## src/rtl/mem_arb_pkg.sv

```systemverilog
// mem_arb_pkg: shared types and widths for the memory port arbiter
package mem_arb_pkg;
    localparam int WORD_W = 32;
    localparam int CNT_W  = 4;

    typedef enum logic [1:0] {
        IDLE  = 2'd0,
        FETCH = 2'd1,
        DATA  = 2'd2
    } arb_state_t;
endpackage

```

## src/rtl/mem_port_arbiter_if.sv

```systemverilog
// mem_port_arbiter_if: single-outstanding memory request bus
interface mem_port_arbiter_if;
    import mem_arb_pkg::*;
    logic              m_req;
    logic              m_we;
    logic [WORD_W-1:0] m_addr;
    logic [WORD_W-1:0] m_wdata;
    logic [WORD_W-1:0] m_rdata;
    logic              m_ack;

    modport master (output m_req, m_we, m_addr, m_wdata, input m_rdata, m_ack);
    modport slave  (input m_req, m_we, m_addr, m_wdata, output m_rdata, m_ack);
endinterface

```

## src/rtl/arb_run_counter.sv

```systemverilog
// arb_run_counter: saturating count of back-to-back data grants
module arb_run_counter
    import mem_arb_pkg::*;
#(
    parameter int MAX_DATA_RUN = 4
) (
    input  logic clk,
    input  logic reset,
    input  logic data_grant,
    input  logic fetch_grant,
    output logic saturated
);
    logic [CNT_W-1:0] cnt;

    assign saturated = cnt == CNT_W'(MAX_DATA_RUN);

    always_ff @(posedge clk or negedge reset)
        if (!reset)
            cnt <= '0;
        else if (fetch_grant)
            cnt <= '0;
        else if (data_grant && !saturated)
            cnt <= cnt + 1'b1;
endmodule

```

## src/rtl/mem_port_arbiter.sv

```systemverilog
// mem_port_arbiter: shares one memory port between instruction fetch and data access
// Optional fetch starvation guard is enabled by defining ARB_STARVE_GUARD_EN.
module mem_port_arbiter
    import mem_arb_pkg::*;
#(
    parameter int MAX_DATA_RUN = 4
) (
    input  logic              clk,
    input  logic              reset,
    input  logic [WORD_W-1:0] if_addr,
    input  logic              if_flush,
    output logic [WORD_W-1:0] if_instr,
    output logic              if_valid,
    output logic              if_stop,
    input  logic              d_req,
    input  logic              d_we,
    input  logic [WORD_W-1:0] d_addr,
    input  logic [WORD_W-1:0] d_wdata,
    output logic [WORD_W-1:0] d_rdata,
    output logic              d_done,
    mem_port_arbiter_if.master m
);
    arb_state_t state, state_n;
    logic       discard, discard_n;
    logic       grant, grant_data, force_fetch;
    logic       fetch_ok, data_ack;

`ifdef ARB_STARVE_GUARD_EN
    arb_run_counter #(.MAX_DATA_RUN(MAX_DATA_RUN)) u_run (
        .clk         (clk),
        .reset       (reset),
        .data_grant  (grant && grant_data),
        .fetch_grant (grant && !grant_data),
        .saturated   (force_fetch)
    );
`else
    assign force_fetch = 1'b0;
`endif

    // d_req is still high while its d_done pulses, so it is masked there
    assign grant      = state == IDLE || m.m_ack;
    assign grant_data = d_req && !d_done && !force_fetch;

    always_ff @(posedge clk or negedge reset)
        if (!reset) begin
            state   <= IDLE;
            discard <= 1'b0;
        end else begin
            state   <= state_n;
            discard <= discard_n;
        end

    always_comb begin
        state_n   = grant ? (grant_data ? DATA : FETCH) : state;
        discard_n = state != FETCH ? discard : m.m_ack ? 1'b0 : discard || if_flush;
    end

    always_comb begin
        m.m_req  = state != IDLE;
        fetch_ok = state == FETCH && m.m_ack && !discard && !if_flush;
        data_ack = state == DATA && m.m_ack;
    end

    assign if_stop = !if_valid;

    always_ff @(posedge clk or negedge reset)
        if (!reset) begin
            if_instr  <= '0;
            if_valid  <= 1'b0;
            d_rdata   <= '0;
            d_done    <= 1'b0;
            m.m_we    <= 1'b0;
            m.m_addr  <= '0;
            m.m_wdata <= '0;
        end else begin
            if_valid <= fetch_ok;
            d_done   <= data_ack;
            if (fetch_ok)
                if_instr <= m.m_rdata;
            if (data_ack && !m.m_we)
                d_rdata <= m.m_rdata;
            if (grant) begin
                m.m_addr  <= grant_data ? d_addr : if_addr;
                m.m_we    <= grant_data && d_we;
                m.m_wdata <= grant_data ? d_wdata : '0;
            end
        end
endmodule

```

## src/flat_wrapper.sv

```systemverilog
// flat-port wrapper written by rule: the top's interface ports become plain ports
module mem_port_arbiter_flat import mem_arb_pkg::*;
#(
    parameter int MAX_DATA_RUN = 4
)
  (clk, reset, if_addr, if_flush, if_instr, if_valid, if_stop, d_req, d_we, d_addr, d_wdata, d_rdata, d_done, m_m_req, m_m_we, m_m_addr, m_m_wdata, m_m_rdata, m_m_ack);
  mem_port_arbiter_if m_i ();
  input  logic clk;
  input  logic reset;
  input  logic [WORD_W-1:0] if_addr;
  input  logic if_flush;
  output logic [WORD_W-1:0] if_instr;
  output logic if_valid;
  output logic if_stop;
  input  logic d_req;
  input  logic d_we;
  input  logic [WORD_W-1:0] d_addr;
  input  logic [WORD_W-1:0] d_wdata;
  output logic [WORD_W-1:0] d_rdata;
  output logic d_done;
  output wire logic [$bits(m_i.m_req)-1:0] m_m_req;
  output wire logic [$bits(m_i.m_we)-1:0] m_m_we;
  output wire logic [$bits(m_i.m_addr)-1:0] m_m_addr;
  output wire logic [$bits(m_i.m_wdata)-1:0] m_m_wdata;
  input wire logic [$bits(m_i.m_rdata)-1:0] m_m_rdata;
  input wire logic [$bits(m_i.m_ack)-1:0] m_m_ack;
  assign m_m_req = m_i.m_req;
  assign m_m_we = m_i.m_we;
  assign m_m_addr = m_i.m_addr;
  assign m_m_wdata = m_i.m_wdata;
  assign m_i.m_rdata = m_m_rdata;
  assign m_i.m_ack = m_m_ack;
  mem_port_arbiter #(.MAX_DATA_RUN(MAX_DATA_RUN)) u_core (.clk(clk), .reset(reset), .if_addr(if_addr), .if_flush(if_flush), .if_instr(if_instr), .if_valid(if_valid), .if_stop(if_stop), .d_req(d_req), .d_we(d_we), .d_addr(d_addr), .d_wdata(d_wdata), .d_rdata(d_rdata), .d_done(d_done), .m(m_i));
endmodule
```

## config.mk

```make
export PLATFORM = sky130hd
export DESIGN_NAME = mem_port_arbiter_flat
export DESIGN_NICKNAME = d
export VERILOG_FILES = /design/src/rtl/mem_arb_pkg.sv /design/src/rtl/mem_port_arbiter_if.sv /design/src/rtl/arb_run_counter.sv /design/src/rtl/mem_port_arbiter.sv /design/src/flat_wrapper.sv
export SDC_FILE = /design/constraint.sdc
export NUM_CORES = 1
export LEC_CHECK = 0
export ABC_AREA = 1
export BUFFER_PORTS_ARGS = -buffer_cell sky130_fd_sc_hd__buf_2
export CAP_MARGIN = 10
export CORE_AREA = 5 5 134 136
export CTS_CLUSTER_SIZE = 8
export DETAILED_ROUTE_END_ITERATION = 8
export DIE_AREA = 0 0 139 141
export PLACE_DENSITY = 0.74
export SKIP_LAST_GASP = 1
export SLEW_MARGIN = 20
export SYNTH_ARGS = -nofsm -noshare
export SYNTH_HDL_FRONTEND = slang
export SYNTH_HIERARCHICAL = 1
export SYNTH_SLANG_ARGS = --single-unit
```

## constraint.sdc

```tcl
create_clock -name clk -period 1.35 [get_ports clk]
set_input_delay 0.27 -clock clk [delete_from_list [all_inputs] [get_ports clk]]
set_output_delay 0.27 -clock clk [all_outputs]
set_load 0.02 [all_outputs]
```

# Word level (Yosys, flattened, before mapping)
# Index checks and enable logic that the tools add are counted.
[word_totals]
register_bits = 134
input_bits = 134
out_inout_bits = 133
word_cells = 32
[op_classes]
n_eq_ne = 3
n_mux = 4
reduce_logical = 16
[ops]
columns = ["operator", "n"]
rows = [
  ["2-to-1 mux 32 bit", 2],
  ["logical AND 1 bit", 7],
  ["logical NOT 1 bit", 5],
  ["== test 2 x 1 -> 1 bit, second input constant", 1],
  ["== test 2 bit, second input constant", 1],
  ["logical NOT 2 bit", 1],
  ["logical OR 1 bit", 2],
  ["2-to-1 mux 2 bit", 1],
  ["inequality test 2 x 1 -> 1 bit, second input constant", 1],
  ["nonzero test 2 bit", 1],
  ["2-to-1 mux 1 bit", 1],
]

# Depth between registers and ports, before layout
# Gate-level depths: netlist of run 1.
[depth]
word_depth = 4
ltp_mapped = 8
depth_no_buf = 6

# Worst setup path after synthesis of run 1
# Ideal clock, no wire load.
[synth_timing]
kind = "register to register"
start = "reg u_core.state[0]"
end = "reg u_core.m.m_wdata[10]"
setup_ns = 0.118
arrival_time_ns = 1.163
t_required_ns = 1.232
setup_slack_ns = 0.069
stages_incl_launch_ff = 9
path_buffers = 2
period_less_slack_ns = 1.281
cell_sequence = "dfrtp_1 inv_2 nand2_2 nand2_2 inv_2 buf_4 buf_4 nand2_1 nand2_1"
[synth_via]
elab_chain_len = 2
[synth_rtl]
columns = ["item", "line_no", "source"]
rows = [
  ["start: declaration", "mem_port_arbiter.sv:23", "arb_state_t state, state_n;"],
  ["start signal: assignment", "mem_port_arbiter.sv:49", "state <= state_n;"],
  ["logical NOT 2 bit", "mem_port_arbiter.sv:41", "assign grant = state == IDLE || m.m_ack;"],
  ["logical OR 1 bit", "mem_port_arbiter.sv:41", ""],
  ["end signal: assignment", "mem_port_arbiter.sv:85", "m.m_wdata <= grant_data ? d_wdata : '0;"],
  ["end: declaration", "mem_port_arbiter_if.sv:11", "modport master (output m_req, m_we, m_addr, m_wdata, input m_rdata, m_ack);"],
]
# No other way between the ends.
# A chain may end at the register's enable or synchronous reset.

# Worst setup path after layout of run 1
[layout_timing]
start = "reg u_core.state[1]"
end = "out m_m_req"
[layout_via]
elab_chain_len = 1
[layout_rtl]
columns = ["item", "line_no", "source"]
rows = [
  ["nonzero test 2 bit", "mem_port_arbiter.sv:59", "m.m_req = state != IDLE;"],
  ["end: declaration", "flat_wrapper.sv:21", "output wire logic [$bits(m_i.m_req)-1:0] m_m_req;"],
]
# No other way between the ends.

==> flow_metrics.env, run 1 <==
export IMPL_die_h_um=141
export IMPL_initial_core_util=0.341
export IMPL_synth_warnings=6
export IMPL_grt_pass1_wl_um=27900
export IMPL_final_util=0.488
export IMPL_netlist_area_mm2=0.00573
export IMPL_cts_sinks=134
export IMPL_ys_seq_elements=134
export IMPL_hpwl_um=12300
export IMPL_grtUsageMet3=0.0590
export IMPL_powerDensity_mw_per_mm2=1970
export IMPL_antenna_left=0
export IMPL_clkTransAtPathRegs_ns=0.06
export IMPL_arrival_ns=1.05
export IMPL_crit_fanout=2
export IMPL_globalRouteOverflowTotal=0
export IMPL_met1_usage=0.221
export IMPL_cts_tree="yes"
export IMPL_fin_crit_sh=0.975
export IMPL_placed_area_mm2=0.00752
export IMPL_synth_avg_cell_area_um2=8.28
export IMPL_first_pass_iters=6
export IMPL_viasPerCell=4.64
export IMPL_routedWlPerCell_um=14.2
export IMPL_end_kind="output pin"
export IMPL_busiest_layer="met2"
export IMPL_p_leak_nw=4.79
export IMPL_hp_class="in2reg"
export IMPL_place_ws_ns=0.108
export IMPL_clock_skew_ns=0.00636
export IMPL_grt_pass1_vias=5568
export IMPL_fillers=1625
export IMPL_grt_util_all_layers=0.175
export IMPL_critPathSlowestCell="dfrtp_1"
export IMPL_worstSkewPairLatency_ns=0.40
export IMPL_synth_cells=692
export IMPL_die_x_um=139
export IMPL_port_buffers=266
export IMPL_clockBufferDepth=2
export IMPL_cp_start_kind="register"
export IMPL_finalHoldViolCount=0
export IMPL_rsz0062_at_grt="yes"
export IMPL_syn_to_final_growth_pct=43.3
export IMPL_core_area_mm2=0.0168
export IMPL_syn_nets=826
export IMPL_slew_headroom=0.801
export IMPL_finalWorstSetupSlack_ns=0.0333
export IMPL_cpPeakStageDelay_ns=0.39
export IMPL_dr_total_vias=5581
export IMPL_irDropWorstVdd_v=0.000959
export IMPL_gr_usage_met2=0.291
export IMPL_htree_levels=4
export IMPL_path_cells="inv_2 -> nand2_2 -> buf_6"
export IMPL_crit_type="reg2out"
export IMPL_wl_um=17100
export IMPL_status="completed"
export IMPL_tightest_slew_ns=0.299
export IMPL_ctsRootBufferMaster="clkbuf_16"
export IMPL_final_cell_area_mm2=0.00821
export IMPL_cts_buffers=17
export IMPL_cap_violations=0
export IMPL_ioPinCount=267
export IMPL_required_ns=1.08
export IMPL_diodes=0
export IMPL_report_final_slew_viol_count=0
export IMPL_drive_above_1_share=0.358
export IMPL_die_area_mm2=0.0196
export IMPL_synth_distinct_cells=14
export IMPL_gp_congestion=0.802
export IMPL_grt_max_degree=37
export IMPL_period_needed_ns=1.32
export IMPL_drtIter0Drc=322
export IMPL_seq_area_frac_synth=0.585
export IMPL_fmax_ghz=0.759
export IMPL_antenna_found_initial=0
export IMPL_num_rows=48
export IMPL_drc_errors=0
export IMPL_layout_nets=1100
export IMPL_setup_violations=0
per-layer routing:
metal | vias to the layer above | routed length [um]
li1 | 2770 | -
met1 | 2536 | 7300
met2 | 264 | 8210
met3 | 11 | 1410
met4 | 0 | 165
met5 | - | 0
layout make-up:
cell class                      count  area [um^2]  area share
Sequential cell                   134         3350       0.409
Multi-Input combinational cell    499         2120       0.258
Inverter                           10         37.5     0.00457
Tap cell                          225          282      0.0343
Timing Repair Buffer              304         1790       0.219
Clock buffer                       23          508      0.0619
Clock inverter                      9          114      0.0139
Yosys cell counts:
cell type	instances	area, um^2
nand4_1	32	200
nand2_2	3	18.8
inv_1	3	11.3
dfrtp_1	134	3350
o21ai_0	1	5.00
nand3_1	98	490
o21ai_1	2	10.0
clkbuf_1	22	82.6
inv_2	7	26.3
buf_4	7	52.6
nor2_4	2	22.5
buf_2	20	100
nand2_1	359	1350
nor2_1	2	7.51
through the flow:
stage / hold WS, ns / setup TNS (ns) / cells / total power [W]
finish: 0.0822 / 0 / 1204 / 0.0161
global route: 0.0665 / -0.0276 / 1204 / 0.0172
CTS: 0.0604 / 0 / 1204 / 0.0163
detailed placement: 0.164 / 0 / 1166 / 0.0115
global placement: 0.162 / 0 / 1166 / 0.0114
floorplan: -0.0256 / 0 / 692 / 0.00912
power by group:
part	leakage [nW]	switching, W	internal, W
Clock	0.298	0.00172	0.00303
Combinational	2.81	0.00356	0.00185
Sequential	1.69	0.000704	0.00528
state kept, by name, summed over array words and instances, names as in the netlist:
| signal | flops |
|---|---|
| u_core/d_rdata | 32 |
| u_core/if_instr | 32 |
| u_core/m.m_addr | 32 |
| u_core/m.m_wdata | 32 |
| u_core/state | 2 |
| u_core/d_done | 1 |
| u_core/discard | 1 |
| u_core/if_valid | 1 |
| u_core/m.m_we | 1 |
worst paths after layout:
check                           cells past startpoint                from                   end  slack (ns)
worst max register to register                      5     u_core/state[1]   u_core/if_instr[17]        0.07
worst min register to register                      2  u_core/d_rdata[19]    u_core/d_rdata[19]        0.46
worst min-delay path                                3         d_wdata[29]  u_core/m.m_wdata[29]        0.08
worst max-delay path                                3     u_core/state[1]               m_m_req        0.03
min in group asynchronous                           2               reset    u_core/if_instr[6]        0.31
max in group asynchronous                           3               reset    u_core/d_rdata[28]        0.56
timing repair:
action,in CTS,in global routing
resized for setup,2,3
buffers inserted,5,0
hold buffers,1,0
cloned,0,0
setup endpoints to repair,1,10
pin swaps,1,1
endpoints found under the hold margin,23,0
worst max-delay path: cells and delay by family, from the launching register on:
kind	cells	cell delay [ns]
buffers and inverters	2	0.20
flip-flops	1	0.39
AND/OR/NAND/NOR	1	0.06
placed cells by master, fill, tap and decap left out, types with 6 or more instances in the layout:
master	n
inv_2	7
buf_4	24
nand3_1	97
buf_12	13
dfrtp_1	134
clkbuf_8	6
clkbuf_16	17
nand4_1	32
buf_2	264
nand2_1	358
kinds of logic (layout without fill, tap and decap cells):
family,count (synthesis),in the layout,share of synthesized area
and+or+nand+nor,496,496,0.364
DFF,134,134,0.585
AOI/OAI and AO/OA,3,3,0.00262
buffers and inverters,59,346,0.0476
No activity file was read; power rests on OpenSTA's default activity.
==> run 2, diff against run 1 <==
Settings changed: PLACE_DENSITY 0.74 to unset, PLACE_DENSITY_LB_ADDON set to 0.2.
Clock period 1.35 ns to 1.7 ns, I/O delays scaled along.
==> flow_metrics.env, run 2 (synthesized netlist as in run 1, its figures left out) <==
export IMPL_crit_fanout=3
export IMPL_core_area_mm2=0.0168
export IMPL_path_cells="inv_2 -> nand2_2 -> buf_2"
export IMPL_gp_congestion=0.799
export IMPL_tightest_slew_ns=0.575
export IMPL_wl_um=18100
export IMPL_ioPinCount=267
export IMPL_first_pass_iters=5
export IMPL_cp_start_kind="register"
export IMPL_ctsRootBufferMaster="clkbuf_16"
export IMPL_required_ns=1.36
export IMPL_layout_commonest_cell="nand2_1"
export IMPL_die_h_um=141
export IMPL_cts_sinks=134
export IMPL_rsz0062_at_grt="no"
export IMPL_setup_violations=0
export IMPL_status="completed"
export IMPL_rr_worst_depth=7
export IMPL_period_needed_ns=1.50
export IMPL_dr_total_vias=5545
export IMPL_routedWlPerCell_um=15.2
export IMPL_drc_errors=0
export IMPL_gr_usage_met2=0.288
export IMPL_cts_tree="yes"
export IMPL_irDropWorstVdd_v=0.000705
export IMPL_final_cell_area_mm2=0.00801
export IMPL_placed_area_mm2=0.00735
export IMPL_grt_max_degree=69
export IMPL_die_x_um=139
export IMPL_finalHoldViolCount=0
export IMPL_grt_util_all_layers=0.187
export IMPL_cts_buffers=17
export IMPL_report_final_slew_viol_count=0
export IMPL_powerDensity_mw_per_mm2=1620
export IMPL_regArea_mm2=0.00335
export IMPL_clock_skew_ns=0.00552
export IMPL_worstSkewPairLatency_ns=0.41
export IMPL_cts_resized=0
export IMPL_hp_class="in2reg"
export IMPL_cpPeakStageDelay_ns=0.41
export IMPL_viasPerCell=4.68
export IMPL_syn_to_final_growth_pct=39.8
export IMPL_drive_above_1_share=0.341
export IMPL_htree_levels=4
export IMPL_antenna_found_initial=3
export IMPL_cap_violations=0
export IMPL_rr_startpoint="u_core/state[0]"
export IMPL_num_rows=48
export IMPL_grtUsageMet3=0.0580
export IMPL_fin_crit_sh=0.883
export IMPL_busiest_layer="met2"
export IMPL_multi_input_area_mm2=0.00210
export IMPL_crit_type="reg2out"
export IMPL_slew_headroom=0.616
export IMPL_clockBufferDepth=2
export IMPL_final_cell_mix="nand2_1 (359), buf_2 (265), dfrtp_1 (134)"
export IMPL_end_kind="output pin"
export IMPL_arrival_ns=1.16
export IMPL_drtIter0Drc=270
export IMPL_globalRouteOverflowTotal=0
export IMPL_fmax_ghz=0.666
export IMPL_tns_ns=0
export IMPL_initial_core_util=0.341
export IMPL_p_leak_nw=4.68
export IMPL_hold_buffers=1
export IMPL_met1_usage=0.248
export IMPL_cts_setup_buffers=0
export IMPL_die_area_mm2=0.0196
export IMPL_clkTransAtPathRegs_ns=0.06
export IMPL_layout_nets=1081
export IMPL_hp_start="d_wdata[10]"
export IMPL_antenna_left=0
export IMPL_port_buffers=266
export IMPL_grt_pass1_vias=5565
export IMPL_crit_start="u_core/state[0]"
export IMPL_worstHoldPathCells=3
export IMPL_hpwl_um=12500
export IMPL_critPathSlowestCell="dfrtp_1"
export IMPL_fillers=1693
export IMPL_grt_pass1_wl_um=29400
[run 2: worst max-delay path: cells and delay by family (launching register included)]
kind / cells / cell delay (ns)
simple gates: 1 / 0.07
buf+inv: 2 / 0.28
flops: 1 / 0.41
[run 2: area by class of cell]
class / instances / area share
clock buffers: 20 / 0.0558
multi-input cells: 499 / 0.263
repair buffers: 285 / 0.198
flip-flops and latches: 134 / 0.419
inverters: 10 / 0.00469
diodes: 1 / 0.000312
well taps: 225 / 0.0351
clock inverters: 12 / 0.0251
[run 2: per-layer routing]
metal / part of all wire / vias up / wire length, um
met2: 0.45 / 219 / 8080
met1: 0.45 / 2563 / 8170
met5: 0.0012 / - / 21
met3: 0.075 / 31 / 1360
li1: - / 2728 / -
met4: 0.025 / 4 / 446
[run 2: final timing paths]
kind | slack (ns) | to
max | 0.20 | m_m_req
max in group asynchronous | 0.76 | u_core/m.m_addr[30]
min reg2reg | 0.46 | u_core/if_instr[12]
min | 0.15 | u_core/m.m_wdata[10]
max reg2reg | 0.38 | u_core/m.m_addr[27]
min in group asynchronous | 0.38 | u_core/d_rdata[9]
[run 2: stage by stage]
stage | hold WS, ns | setup WS, ns | std cells | total power (W) | utilization
floorplan | 0.0444 | 0.419 | 692 | 0.00724 | -
global placement | 0.242 | 0.381 | 1152 | 0.00901 | 0.437
detailed placement | 0.243 | 0.360 | 1152 | 0.00905 | 0.437
CTS | 0.119 | 0.159 | 1185 | 0.0131 | 0.476
global route | 0.129 | 0.148 | 1186 | 0.0137 | 0.476
finish | 0.145 | 0.199 | 1186 | 0.0129 | 0.476
[run 2: where the power goes]
part | leakage (nW) | internal [W] | switching, W | total [W]
Combinational | 2.68 | 0.00136 | 0.00284 | 0.00420
Clock | 0.310 | 0.00264 | 0.00137 | 0.00401
Sequential | 1.69 | 0.00419 | 0.000549 | 0.00474
Total | 4.68 | 0.00819 | 0.00476 | 0.0129
